==> src/rtl/register_bank_pkg.sv <==
// register_bank_pkg: shared FSM state encoding and request mode constants for register_bank_reader.
package register_bank_pkg;
  typedef enum logic [1:0] {IDLE, SEND, FINISH} state_t;
  localparam logic MODE_SINGLE = 1'b0;
  localparam logic MODE_DUMP = 1'b1;
endpackage

==> src/rtl/reg_word_mux.sv <==
// reg_word_mux: combinational NUM_REGS:1 selector of one WIDTH-bit word from the flattened register bus.
module reg_word_mux #(
  parameter int NUM_REGS = 16,
  parameter int WIDTH = 32,
  localparam int AW = $clog2(NUM_REGS)
) (
  input  logic [NUM_REGS*WIDTH-1:0] RegIn,
  input  logic [AW-1:0]             Idx,
  output logic [WIDTH-1:0]          Word
);
  assign Word = RegIn[Idx*WIDTH +: WIDTH];
endmodule

==> src/rtl/register_bank_reader.sv <==
// register_bank_reader: streams one register or the whole bank out over a valid/ready port.
// Optional READ_PARITY_EN adds OutParity, the XOR of OutData, registered alongside it.
module register_bank_reader
  import register_bank_pkg::*;
#(
  parameter int NUM_REGS = 16,
  parameter int WIDTH = 32,
  localparam int AW = $clog2(NUM_REGS)
) (
  input  logic                      Clk,
  input  logic                      Reset,
  input  logic [NUM_REGS*WIDTH-1:0] RegIn,
  input  logic                      Start,
  input  logic                      Mode,
  input  logic [AW-1:0]             Addr,
  output logic [WIDTH-1:0]          OutData,
  output logic [AW-1:0]             OutAddr,
  output logic                      OutValid,
  input  logic                      OutReady,
  output logic                      Busy,
`ifdef READ_PARITY_EN
  output logic                      OutParity,
`endif
  output logic                      Done
);
  localparam logic [AW-1:0] LAST = AW'(NUM_REGS - 1);
  state_t            r_state;
  logic              r_mode;
  logic              r_out_valid;
  logic [WIDTH-1:0]  r_out_data;
  logic [AW-1:0]     r_out_addr;
  logic [AW-1:0]     w_idx;
  logic [WIDTH-1:0]  w_word;
  logic              w_xfer;
  logic              w_last;
  logic              w_load;
  // In IDLE the mux looks at the first index of a new request, otherwise at the next one in a dump.
  assign w_idx  = (r_state == IDLE) ? ((Mode == MODE_DUMP) ? '0 : Addr) : r_out_addr + AW'(1);
  assign w_xfer = r_out_valid && OutReady;
  assign w_last = (r_mode == MODE_SINGLE) || (r_out_addr == LAST);
  assign w_load = ((r_state == IDLE) && Start) || ((r_state == SEND) && w_xfer && !w_last);
  reg_word_mux #(.NUM_REGS(NUM_REGS), .WIDTH(WIDTH)) u_mux (
    .RegIn(RegIn),
    .Idx  (w_idx),
    .Word (w_word)
  );
  always_ff @(posedge Clk) begin
    if (!Reset) begin
      r_state     <= IDLE;
      r_mode      <= MODE_SINGLE;
      r_out_valid <= 1'b0;
    end else begin
      case (r_state)
        IDLE: if (Start) begin
          r_mode      <= Mode;
          r_out_valid <= 1'b1;
          r_state     <= SEND;
        end
        SEND: if (w_xfer && w_last) begin
          r_out_valid <= 1'b0;
          r_state     <= FINISH;
        end
        default: r_state <= IDLE;
      endcase
    end
  end
  // Words are sampled from RegIn at load time, so a stalled word never changes under the consumer.
  always_ff @(posedge Clk) begin
    if (!Reset) begin
      r_out_data <= '0;
      r_out_addr <= '0;
    end else if (w_load) begin
      r_out_data <= w_word;
      r_out_addr <= w_idx;
    end
  end
`ifdef READ_PARITY_EN
  logic r_out_parity;
  always_ff @(posedge Clk) begin
    if (!Reset) r_out_parity <= 1'b0;
    else if (w_load) r_out_parity <= ^w_word;
  end
  assign OutParity = r_out_parity;
`endif
  assign OutData  = r_out_data;
  assign OutAddr  = r_out_addr;
  assign OutValid = r_out_valid;
  assign Busy     = (r_state != IDLE);
  assign Done     = (r_state == FINISH);
endmodule

==> config.mk <==
export PLATFORM = sky130hd
export DESIGN_NAME = register_bank_reader
export DESIGN_NICKNAME = d
export VERILOG_FILES = /design/src/rtl/register_bank_pkg.sv /design/src/rtl/reg_word_mux.sv /design/src/rtl/register_bank_reader.sv
export SDC_FILE = /design/constraint.sdc
export NUM_CORES = 1
export LEC_CHECK = 0
export BUFFER_PORTS_ARGS = -buffer_cell sky130_fd_sc_hd__buf_2
export CAP_MARGIN = 20
export CORE_AREA = 2 2 217 219
export DETAILED_ROUTE_END_ITERATION = 16
export DIE_AREA = 0 0 219 221
export SYNTH_ARGS = -nofsm -noshare
export SYNTH_HDL_FRONTEND = slang
export SYNTH_SLANG_ARGS = --single-unit
==> constraint.sdc <==
create_clock -name Clk -period 5 [get_ports Clk]
set_input_delay 0.5 -clock Clk [delete_from_list [all_inputs] [get_ports Clk]]
set_output_delay 0.5 -clock Clk [all_outputs]
set_load 0.005 [all_outputs]
==> results of run 1 <==
==> metal layers <==
metal,global-route usage,vias to the layer above,share of wire
met5,0,-,0.0012
met4,0.0543,6,0.029
met3,0.0278,49,0.064
met2,0.255,403,0.46
met1,0.196,3880,0.44
li1,-,4006,-
==> flip-flops by register name, summed over array words and instances (netlist names) <==
name and count:
r_state 2, r_mode 1, OutValid 1, OutAddr 4, OutData 32
==> report_power, final <==
| group | switching [mW] | total, mW | leakage [nW] | internal (mW) |
|---|---|---|---|---|
| Clock | 0.169 | 0.405 | 0.0799 | 0.236 |
| Combinational | 0.617 | 1.15 | 4.55 | 0.528 |
| Sequential | 0.0281 | 0.383 | 0.331 | 0.355 |
==> worst reg2reg max path, delay by kind of cell, from the launching register on <==
family / cells / cell delay, ns
flip-flops: 1 / 0.44
AND/OR/NAND/NOR: 2 / 0.41
AO/OA/AOI/OAI: 2 / 0.89
buffers and inverters: 3 / 0.95
multiplexers: 2 / 0.57
==> per-stage QoR <==
| step | power [mW] | instance area, um2 | std cells |
|---|---|---|---|
| after detailed placement | 1.55 | 9570 | 1923 |
| after floorplan | 1.05 | 6210 | 815 |
| after global placement | 1.54 | 9570 | 1923 |
| after CTS | 1.98 | 9740 | 1931 |
| after global routing | 2.07 | 9760 | 1940 |
| final | 1.93 | 9760 | 1940 |
==> final timing paths <==
check / depth (start not counted) / to / slack (ns) / from
worst max-delay path: 9 / OutData[25]$_SDFFE_PN0P_ / 1.69 / r_state[1]$_SDFFE_PN0P_
worst min-delay path: 2 / OutData[12]$_SDFFE_PN0P_ / 0.51 / OutData[12]$_SDFFE_PN0P_
worst max register to register: 9 / OutData[25]$_SDFFE_PN0P_ / 1.69 / r_state[1]$_SDFFE_PN0P_
worst min register to register: 2 / OutData[12]$_SDFFE_PN0P_ / 0.51 / OutData[12]$_SDFFE_PN0P_
==> cells by family after synthesis <==
| logic type | after synthesis | synth area share |
|---|---|---|
| and+or+nand+nor | 360 | 0.266 |
| muxes | 181 | 0.350 |
| AOI/OAI and AO/OA | 148 | 0.180 |
| buffers and inverters | 83 | 0.0701 |
| DFF | 40 | 0.129 |
| xor gates and xnor gates | 2 | 0.00282 |
| adders and majority gates | 1 | 0.00201 |
==> Yosys cell counts <==
cell / n / area [um2]
nand2_1: 171 / 642
mux2i_1: 152 / 1520
nor2_1: 58 / 218
and2_1: 55 / 344
a211oi_1: 50 / 375
dfxtp_1: 40 / 801
clkbuf_1: 36 / 135
nand3_1: 31 / 155
mux4_2: 29 / 653
and3_1: 26 / 163
a31oi_1: 24 / 150
o2111a_1: 24 / 270
buf_2: 21 / 105
o21ai_1: 18 / 90.1
o21ai_0: 14 / 70.1
buf_6: 10 / 113
a21oi_1: 6 / 30.0
buf_4: 6 / 45.0
nand4_1: 6 / 37.5
a211oi_2: 5 / 62.6
buf_1: 5 / 18.8
nor2b_1: 5 / 31.3
inv_1: 4 / 15.0
o221ai_1: 3 / 26.3
nor4b_1: 2 / 17.5
xor2_1: 2 / 17.5
a2111oi_0: 1 / 8.76
a32oi_1: 1 / 8.76
ha_1: 1 / 12.5
inv_2: 1 / 3.75
nor2_4: 1 / 11.3
nor3_1: 1 / 5.00
nor3_2: 1 / 10.0
nor4_1: 1 / 6.26
o21a_1: 1 / 7.51
o21ai_4: 1 / 16.3
or2_1: 1 / 6.26
or3_1: 1 / 6.26
==> cell type report <==
class,instances,area share
Multi-Input combinational cell,692,0.514
Timing Repair Buffer,579,0.304
Sequential cell,40,0.0820
Tap cell,607,0.0778
Clock buffer,5,0.0128
Clock inverter,3,0.00436
Antenna cell,9,0.00231
Inverter,5,0.00192
==> results.tsv, run 1 <==
stage	metric	value	unit
cells_and_area	multi-input logic area	5020	um2
routing	DRT Wirelength	39.1	mm
cells_and_area	Area Overhead vs Synth	57.2	%
sta	final hold vios	0	
outcome	status	complete, no violations	
cells_and_area	Nets	1845	
flow_run	max_cap viols	0	
placed_design	Setup WS pre-CTS	1.51	ns
yosys	#FFs+latches synth	40	
cells_and_area	Reg area	801	um2
setup_path	crit path DAT	3.57	ns
global_route	GRT Util Overall	0.153	
sta	Max-slew headroom	0.332	
clock_tree	H-tree levels	2	
setup_path	slowest CP cell	o21ai_4	
sta	final setup violation count	0	
power	worst vdd ir	0.000104	V
routing	1st-iter DRT viols	389	
hold_path	Hold/Removal Path Class	register to register	
clock_tree	CTS tree	yes	
setup_path	CP Cell Sequence	nor2_4 -> inv_2 -> o21ai_4 -> buf_12 -> buf_4 -> mux2i_1 -> mux4_2 -> nand2_1 -> o2111a_1	
yosys	Synth cell types	38	
die	initial core utilization	0.135	
setup_path	CP delay by family, top	compound AO/OA/AOI/OAI gates	
sta	hold slack	0.508	ns
setup_path	Worst setup SP type	register	
sta	setup TNS	0	ns
routing	WL/cell	20.2	um
cells_and_area	commonest cells after routing, fill and taps aside	buf_2, nand2_1, mux2i_1, nor2_1, and2_1	
yosys	synth warn	0	
die	num rows	79	
global_route	largest net degree at the start of global routing	82	
sta	worst-margin pin slew	1.00	ns
clock_tree	Post-CTS Hold Fix Bufs	0	
placed_design	PortBufs	559	
placed_design	HPWL after DPL	32.5	mm
clock_tree	Post-CTS Setup Bufs	0	
routing	via count of the routed design	8344	
power	P per Cell Area	198	nW/um2
setup_path	largest stage delay on the critical path	0.67	ns
routing	# DRC	0	
global_route	initial antenna violation count	16	
clock_tree	Clock Sink Count	40	
yosys	post-synth net total	1337	
global_route	GRT overflow	0	
sta	Worst Slack Setup Final	1.69	ns
cells_and_area	share of cells above drive strength 1	0.477	
cells_and_area	Final Core Density	0.212	
sta	Setup Skew	0.0101	ns
die	Core ar.	46100	um2
setup_path	crit path buf inv count	3	
setup_path	Crit path required time	5.26	ns
die	Chip Height	221	um
sta	Tcrit/Tclk final	0.663	
clock_tree	Max clock buf depth	2	
setup_path	critical path class	register to register	
clock_tree	Clk pin slew, worst setup/hold paths	0.07	ns
sta	Max Freq	0.302	GHz
yosys	Syn Area/Cell	7.62	um2
routing	antenna-violating nets left	0	
die	full die area	48400	um2
setup_path	Crit Path Max Fanout	68	
yosys	register area share after synthesis	0.129	
placed_design	gpl congestion	0.924	
yosys	Syn Inst Count	815	
yosys	mapped cell area	6210	um2
clock_tree	clk_lat worst skew	0.31	ns
cells_and_area	FILL cells	5188	
global_route	vias in the first global route	8525	
routing	Via-to-Cell Ratio	4.30	
power	leakage	4.96	nW
setup_path	CP Capture Type	register	
clock_tree	root buf cell	clkbuf_16	
sta	unrepaired setup endpoints after global routing	false	
cells_and_area	commonest non-fill, non-tap cell in the layout	buf_2	
sta	Pins Over Slew Limit	0	
die	Die Wd	219	um
clock_tree	TritonCTS buffer count	5	
die	I/O Pins	560	
clock_tree	CTS resizes	0	
sta	minimum clock period	3.31	ns
routing	TritonRoute pass-1 iters	5	
global_route	global-route wire length before repair	54.0	mm
(Power assumes the default switching activity.)
==> run 2: changes to the inputs <==
==> constraint.sdc (replaced) <==
create_clock -name Clk -period 2.75 [get_ports Clk]
set_input_delay 0.275 -clock Clk [delete_from_list [all_inputs] [get_ports Clk]]
set_output_delay 0.275 -clock Clk [all_outputs]
set_load 0.005 [all_outputs]
==> run 2 against run 1 <==
Net effect:
- cell count is 1.9% higher
- cell area is 3.9% higher
- critical endpoint is now OutData[14]$_SDFFE_PN0P_
- core utilization is 0.83 points higher
- highest routed layer unchanged
- total power is 85% higher
- first-iteration DRC count is 12% higher
- largest power group unchanged
- count of clock-buffer cells in the layout stayed put
- critical path depth is 1 lower
- clock skew is 0.0020 ns higher
- register-to-register slack worse by 1.5 ns
==> results.tsv, run 2 (synthesized netlist as in run 1, its figures left out) <==
stage	metric	value	unit
outcome	status	complete, no violations	
routing	antenna-violating nets left	0	
power	clock share of power	0.189	
setup_path	worst reg2reg path depth	8	
hold_path	Hold/Removal Path Class	primary input to register	
power	Internal Power	2.05	mW
placed_design	gpl congestion	0.920	
cells_and_area	Reg area	801	um2
die	initial core utilization	0.135	
clock_tree	clk_lat worst skew	0.32	ns
sta	Tcrit/Tclk final	0.937	
die	Core ar.	46100	um2
power	worst vdd ir	0.000218	V
die	num rows	79	
placed_design	dpl cells	1964	
setup_path	Worst setup SP type	register	
placed_design	PortBufs	559	
setup_path	r2r startpoint	r_state[1]$_SDFFE_PN0P_	
global_route	initial antenna violation count	8	
hold_path	Hold Path Depth	3	
routing	via count of the routed design	8498	
flow_run	max_cap viols	0	
setup_path	largest stage delay on the critical path	0.58	ns
hold_path	Hold Startpoint	OutReady	
sta	Pins Over Slew Limit	0	
sta	unrepaired setup endpoints after global routing	false	
sta	Max Freq	0.388	GHz
cells_and_area	share of cells above drive strength 1	0.494	
routing	TritonRoute pass-1 iters	5	
power	Comb power frac	0.614	
hold_path	worst hold path endpoint	r_state[1]$_SDFFE_PN0P_	
setup_path	slowest CP cell	buf_4	
routing	# DRC	0	
setup_path	crit path DAT	2.83	ns
routing	1st-iter DRT viols	435	
die	Chip Height	221	um
global_route	vias in the first global route	8358	
sta	Max-slew headroom	0.479	
global_route	largest net degree at the start of global routing	63	
cells_and_area	FILL cells	5176	
sta	final setup violation count	0	
setup_path	Crit Path Max Fanout	47	
die	full die area	48400	um2
clock_tree	H-tree levels	2	
clock_tree	Clock Sink Count	40	
cells_and_area	max FFs per register	32	
power	P per Cell Area	352	nW/um2
clock_tree	TritonCTS buffer count	5	
placed_design	HPWL after DPL	33.1	mm
sta	Setup Skew	0.0121	ns
sta	final hold vios	0	
cells_and_area	Area Overhead vs Synth	63.3	%
cells_and_area	Nets	1886	
sta	minimum clock period	2.58	ns
routing	WL/cell	19.9	um
setup_path	Crit path required time	3.00	ns
power	Pwr Total	3.57	mW
global_route	global-route wire length before repair	54.7	mm
cells_and_area	commonest cells after routing, fill and taps aside	buf_2, nand2_1, mux2i_1, nor2_1, and2_1	
clock_tree	CTS tree	yes	
setup_path	CP Capture Type	register	
sta	setup TNS	0	ns
routing	Via-to-Cell Ratio	4.30	
power	switching share of power	0.425	
setup_path	CP Cell Sequence	nor2_4 -> inv_2 -> o21ai_4 -> buf_4 -> mux2i_1 -> mux4_2 -> and2_1 -> a211oi_2	
die	Die Wd	219	um
die	I/O Pins	560	
setup_path	Reg2Reg Setup Slack	0.17	ns
global_route	GRT Util Overall	0.155	
sta	worst-margin pin slew	0.782	ns
power	Psw	1.52	mW
routing	DRT Wirelength	39.3	mm
setup_path	R2R Path End	OutData[14]$_SDFFE_PN0P_	
clock_tree	Max clock buf depth	2	
setup_path	critical path class	register to register	
global_route	GRT overflow	0	
cells_and_area	commonest non-fill, non-tap cell in the layout	buf_2	
clock_tree	root buf cell	clkbuf_16	
clock_tree	Post-CTS Setup Bufs	0	
cells_and_area	final std cells w/o fill	1977	
clock_tree	Clk pin slew, worst setup/hold paths	0.08	ns
power	leakage	5.18	nW
power	power share of the sequential group	0.196	
cells_and_area	multi-input logic area	5030	um2
run 2: final cells by class:
cell class / count / area share
Multi-Input combinational cell: 692 / 0.495
Timing Repair Buffer: 620 / 0.333
Sequential cell: 40 / 0.0789
Tap cell: 607 / 0.0749
Clock buffer: 5 / 0.0123
Clock inverter: 3 / 0.00210
Inverter: 5 / 0.00185
Antenna cell: 5 / 0.00123
run 2: through the flow:
stage / util / hold slack, ns / area, um2 / setup WS [ns]
after detailed placement: 0.216 / 0.479 / 9970 / 0.0827
final: 0.220 / 0.252 / 10100 / 0.174
after global placement: 0.216 / 0.463 / 9970 / 0.132
after global routing: 0.220 / 0.250 / 10100 / 0.0193
after CTS: 0.220 / 0.223 / 10100 / 0.0679
after floorplan: - / 0.419 / 6210 / 0.704
run 2: critical path, delay by kind of cell (launching register included):
family,cells,cell delay (ns)
simple gates,2,0.33
mux,2,0.67
flops,1,0.40
buf+inv,2,0.70
compound gates,2,0.39
run 2: worst max path at each step:
stage | cells past startpoint | slack (ns) | from | endpoint
final | 8 | 0.17 | r_state[1]$_SDFFE_PN0P_ | OutData[14]$_SDFFE_PN0P_
after global routing | 8 | 0.02 | r_state[1]$_SDFFE_PN0P_ | OutData[6]$_SDFFE_PN0P_
after CTS | 9 | 0.07 | r_state[1]$_SDFFE_PN0P_ | OutData[22]$_SDFFE_PN0P_
after detailed placement | 9 | 0.08 | r_state[1]$_SDFFE_PN0P_ | OutData[22]$_SDFFE_PN0P_
after global placement | 9 | 0.13 | r_state[1]$_SDFFE_PN0P_ | OutData[22]$_SDFFE_PN0P_
after floorplan | 8 | 0.70 | r_state[0]$_SDFFE_PN0P_ | OutData[14]$_SDFFE_PN0P_
run 2: metal layers:
metal,up-vias,track usage,share of wire
met1,3983,0.215,0.47
met3,20,0.0208,0.060
li1,4090,-,-
met5,-,0,0.00046
met2,403,0.253,0.46
met4,2,0.0379,0.016
run 2: timing repair:
action / CTS / global route
resized for setup: 0 / 5
endpoints found under the setup margin: 0 / 5
hold buffers: 0 / 0
run 2: power groups by stage:
| stage | Combinational [mW] | Clock, mW | Sequential (mW) |
|---|---|---|---|
| 4_1_cts | 2.20 | 0.741 | 0.701 |
| 3_3_place_gp | 2.18 | 0 | 0.715 |
| 5_1_grt | 2.39 | 0.739 | 0.709 |
| 6_report | 2.19 | 0.676 | 0.701 |
| 3_5_place_dp | 2.20 | 0 | 0.715 |
| 2_1_floorplan | 1.21 | 0 | 0.698 |
==> run 3: changes to the inputs <==
--- a/config.mk
+++ b/config.mk
@@ -10,6 +10,7 @@
 export CORE_AREA = 2 2 217 219
 export DETAILED_ROUTE_END_ITERATION = 16
 export DIE_AREA = 0 0 219 221
+export SETUP_SLACK_MARGIN = 0.3
 export SYNTH_ARGS = -nofsm -noshare
 export SYNTH_HDL_FRONTEND = slang
 export SYNTH_SLANG_ARGS = --single-unit
==> run 3 against run 2 <==
Net effect:
- clock skew is 0.00064 ns lower
- sequential power about the same
- clock power barely moved
- cell area up 2.2%
- register-to-register slack gained 0.22 ns
- count of clock-buffer cells in the layout did not move
- combinational power increased by 4%
- largest cell class unchanged
==> results.tsv, run 3 (synthesized netlist as in run 1, its figures left out) <==
stage	metric	value	unit
clock_tree	H-tree levels	2	
sta	Tcrit/Tclk final	0.858	
routing	DRT Wirelength	40.1	mm
global_route	GRT Util Overall	0.156	
setup_path	critical path class	register to register	
setup_path	R2R Path End	OutData[23]$_SDFFE_PN0P_	
clock_tree	Clk pin slew, worst setup/hold paths	0.07	ns
placed_design	gpl congestion	0.920	
die	full die area	48400	um2
power	worst vdd ir	0.000216	V
cells_and_area	max FFs per register	32	
placed_design	dpl cells	1964	
cells_and_area	Area Overhead vs Synth	66.9	%
global_route	GRT overflow	0	
clock_tree	Clock Sink Count	40	
sta	setup TNS	0	ns
die	Chip Height	221	um
routing	WL/cell	20.2	um
power	power share of the sequential group	0.192	
clock_tree	Post-CTS Hold Fix Bufs	0	
routing	via count of the routed design	8641	
setup_path	Crit Path Max Fanout	47	
sta	final setup violation count	0	
die	Core ar.	46100	um2
placed_design	PortBufs	559	
routing	1st-iter DRT viols	435	
power	switching share of power	0.425	
setup_path	Reg2Reg Setup Slack	0.39	ns
routing	# DRC	0	
global_route	vias in the first global route	8377	
cells_and_area	Final Core Density	0.225	
cells_and_area	multi-input logic area	5090	um2
die	initial core utilization	0.135	
clock_tree	CTS tree	yes	
outcome	status	complete, no violations	
global_route	met1 usage	0.216	
cells_and_area	Reg area	805	um2
die	num rows	79	
power	Comb power frac	0.623	
sta	Max-slew headroom	0.572	
die	I/O Pins	560	
die	Die Wd	219	um
global_route	GRT busiest layer	met2	
power	clock share of power	0.185	
power	Pwr Total	3.67	mW
setup_path	crit path DAT	2.57	ns
clock_tree	root buf cell	clkbuf_16	
sta	worst-margin pin slew	0.640	ns
sta	final hold vios	0	
cells_and_area	FILL cells	5158	
cells_and_area	final std cells w/o fill	1982	
sta	Max Freq	0.424	GHz
sta	Pins Over Slew Limit	0	
cells_and_area	commonest cells after routing, fill and taps aside	buf_2, nand2_1, mux2i_1, nor2_1, and2_1	
setup_path	Crit path required time	2.96	ns
setup_path	CP Capture Type	register	
setup_path	CP startpoint	r_state[1]$_SDFFE_PN0P_	
routing	Via-to-Cell Ratio	4.36	
cells_and_area	Nets	1893	
clock_tree	clk_lat worst skew	0.32	ns
clock_tree	Max clock buf depth	2	
global_route	largest net degree at the start of global routing	51	
setup_path	worst reg2reg path depth	9	
routing	TritonRoute pass-1 iters	7	
setup_path	Worst setup SP type	register	
clock_tree	TritonCTS buffer count	5	
power	leakage	5.28	nW
cells_and_area	share of cells above drive strength 1	0.504	
setup_path	r2r startpoint	r_state[1]$_SDFFE_PN0P_	
cells_and_area	commonest non-fill, non-tap cell in the layout	buf_2	
power	P per Cell Area	354	nW/um2
sta	Setup Skew	0.0115	ns
power	Internal Power	2.11	mW
flow_run	max_cap viols	0	
sta	minimum clock period	2.36	ns
routing	antenna-violating nets left	0	
hold_path	Hold/Removal Path Class	primary input to register	
global_route	global-route wire length before repair	55.0	mm
setup_path	Critical Path Sink	OutData[23]$_SDFFE_PN0P_	
power	Psw	1.56	mW
sta	unrepaired setup endpoints after global routing	true	
placed_design	HPWL after DPL	33.1	mm
global_route	GR Util met2	0.254	
global_route	M3 GR Usage	0.0209	
global_route	initial antenna violation count	8	
==> run 3: cell count changes in the layout (fill, tap and decap cells not counted), moves of 2 or more <==
cell     delta
nand2_1     -3
diode_2     -2
dfxtp_2     +3
buf_12      +2
buf_4       -5
dfxtp_1     -3
nand2_4     +3
buf_6       +5
buf_16      +2
==> run 3: how the worst min path moves through the flow <==
stage               depth (start not counted)                        to                      from  slack (ns)
finish                                      3   r_state[1]$_SDFFE_PN0P_                  OutReady        0.25
global route                                3   r_state[1]$_SDFFE_PN0P_                  OutReady        0.24
CTS                                         3   r_state[1]$_SDFFE_PN0P_                  OutReady        0.22
detailed placement                          2  OutData[12]$_SDFFE_PN0P_  OutData[12]$_SDFFE_PN0P_        0.48
global placement                            2   OutData[1]$_SDFFE_PN0P_   OutData[1]$_SDFFE_PN0P_        0.46
floorplan                                   2       r_mode$_SDFFE_PN0P_                      Mode        0.42
==> run 3: timing repair <==
item,4_1_cts,5_1_grt
setup buffers,1,3
gates cloned,1,2
pin swaps,1,1
setup endpoints to repair,30,32
resized for setup,20,17
==> run 3: worst max-delay path: stages, from the launching register on <==
cell and delay, ns:
dfxtp_2 0.38, nor2_4 0.16, inv_4 0.10, o21ai_4 0.28, buf_4 0.19, buf_16 0.25, mux2i_1 0.36, mux2i_1 0.12
mux2i_1 0.26, a211oi_2 0.11
==> run 3: layout make-up <==
cell class                      instances  area share
Sequential cell                        40      0.0776
Antenna cell                            3    0.000724
Clock inverter                          3     0.00205
Timing Repair Buffer                  626       0.341
Clock buffer                            5      0.0121
Tap cell                              607      0.0733
Multi-Input combinational cell        693       0.491
Inverter                                5     0.00205
==> run 3: power by group through the flow <==
stage | clock network, mW | logic [mW] | registers, mW
floorplan | 0 | 1.21 | 0.698
global placement | 0 | 2.18 | 0.715
detailed placement | 0 | 2.20 | 0.715
CTS | 0.741 | 2.25 | 0.701
global route | 0.739 | 2.48 | 0.712
finish | 0.677 | 2.28 | 0.704
==> run 3: per-stage QoR <==
step / area [um2] / setup slack (ns) / hold slack (ns)
floorplan: 6210 / 0.704 / 0.419
global placement: 9970 / 0.132 / 0.463
detailed placement: 9970 / 0.0827 / 0.479
CTS: 10200 / 0.300 / 0.223
global route: 10400 / 0.295 / 0.243
finish: 10400 / 0.391 / 0.248
==> run 3: layer usage <==
metal | up-vias | routed length [um]
li1 | 4104 | -
met1 | 4071 | 18500
met2 | 442 | 18500
met3 | 22 | 2400
met4 | 2 | 641
met5 | - | 18
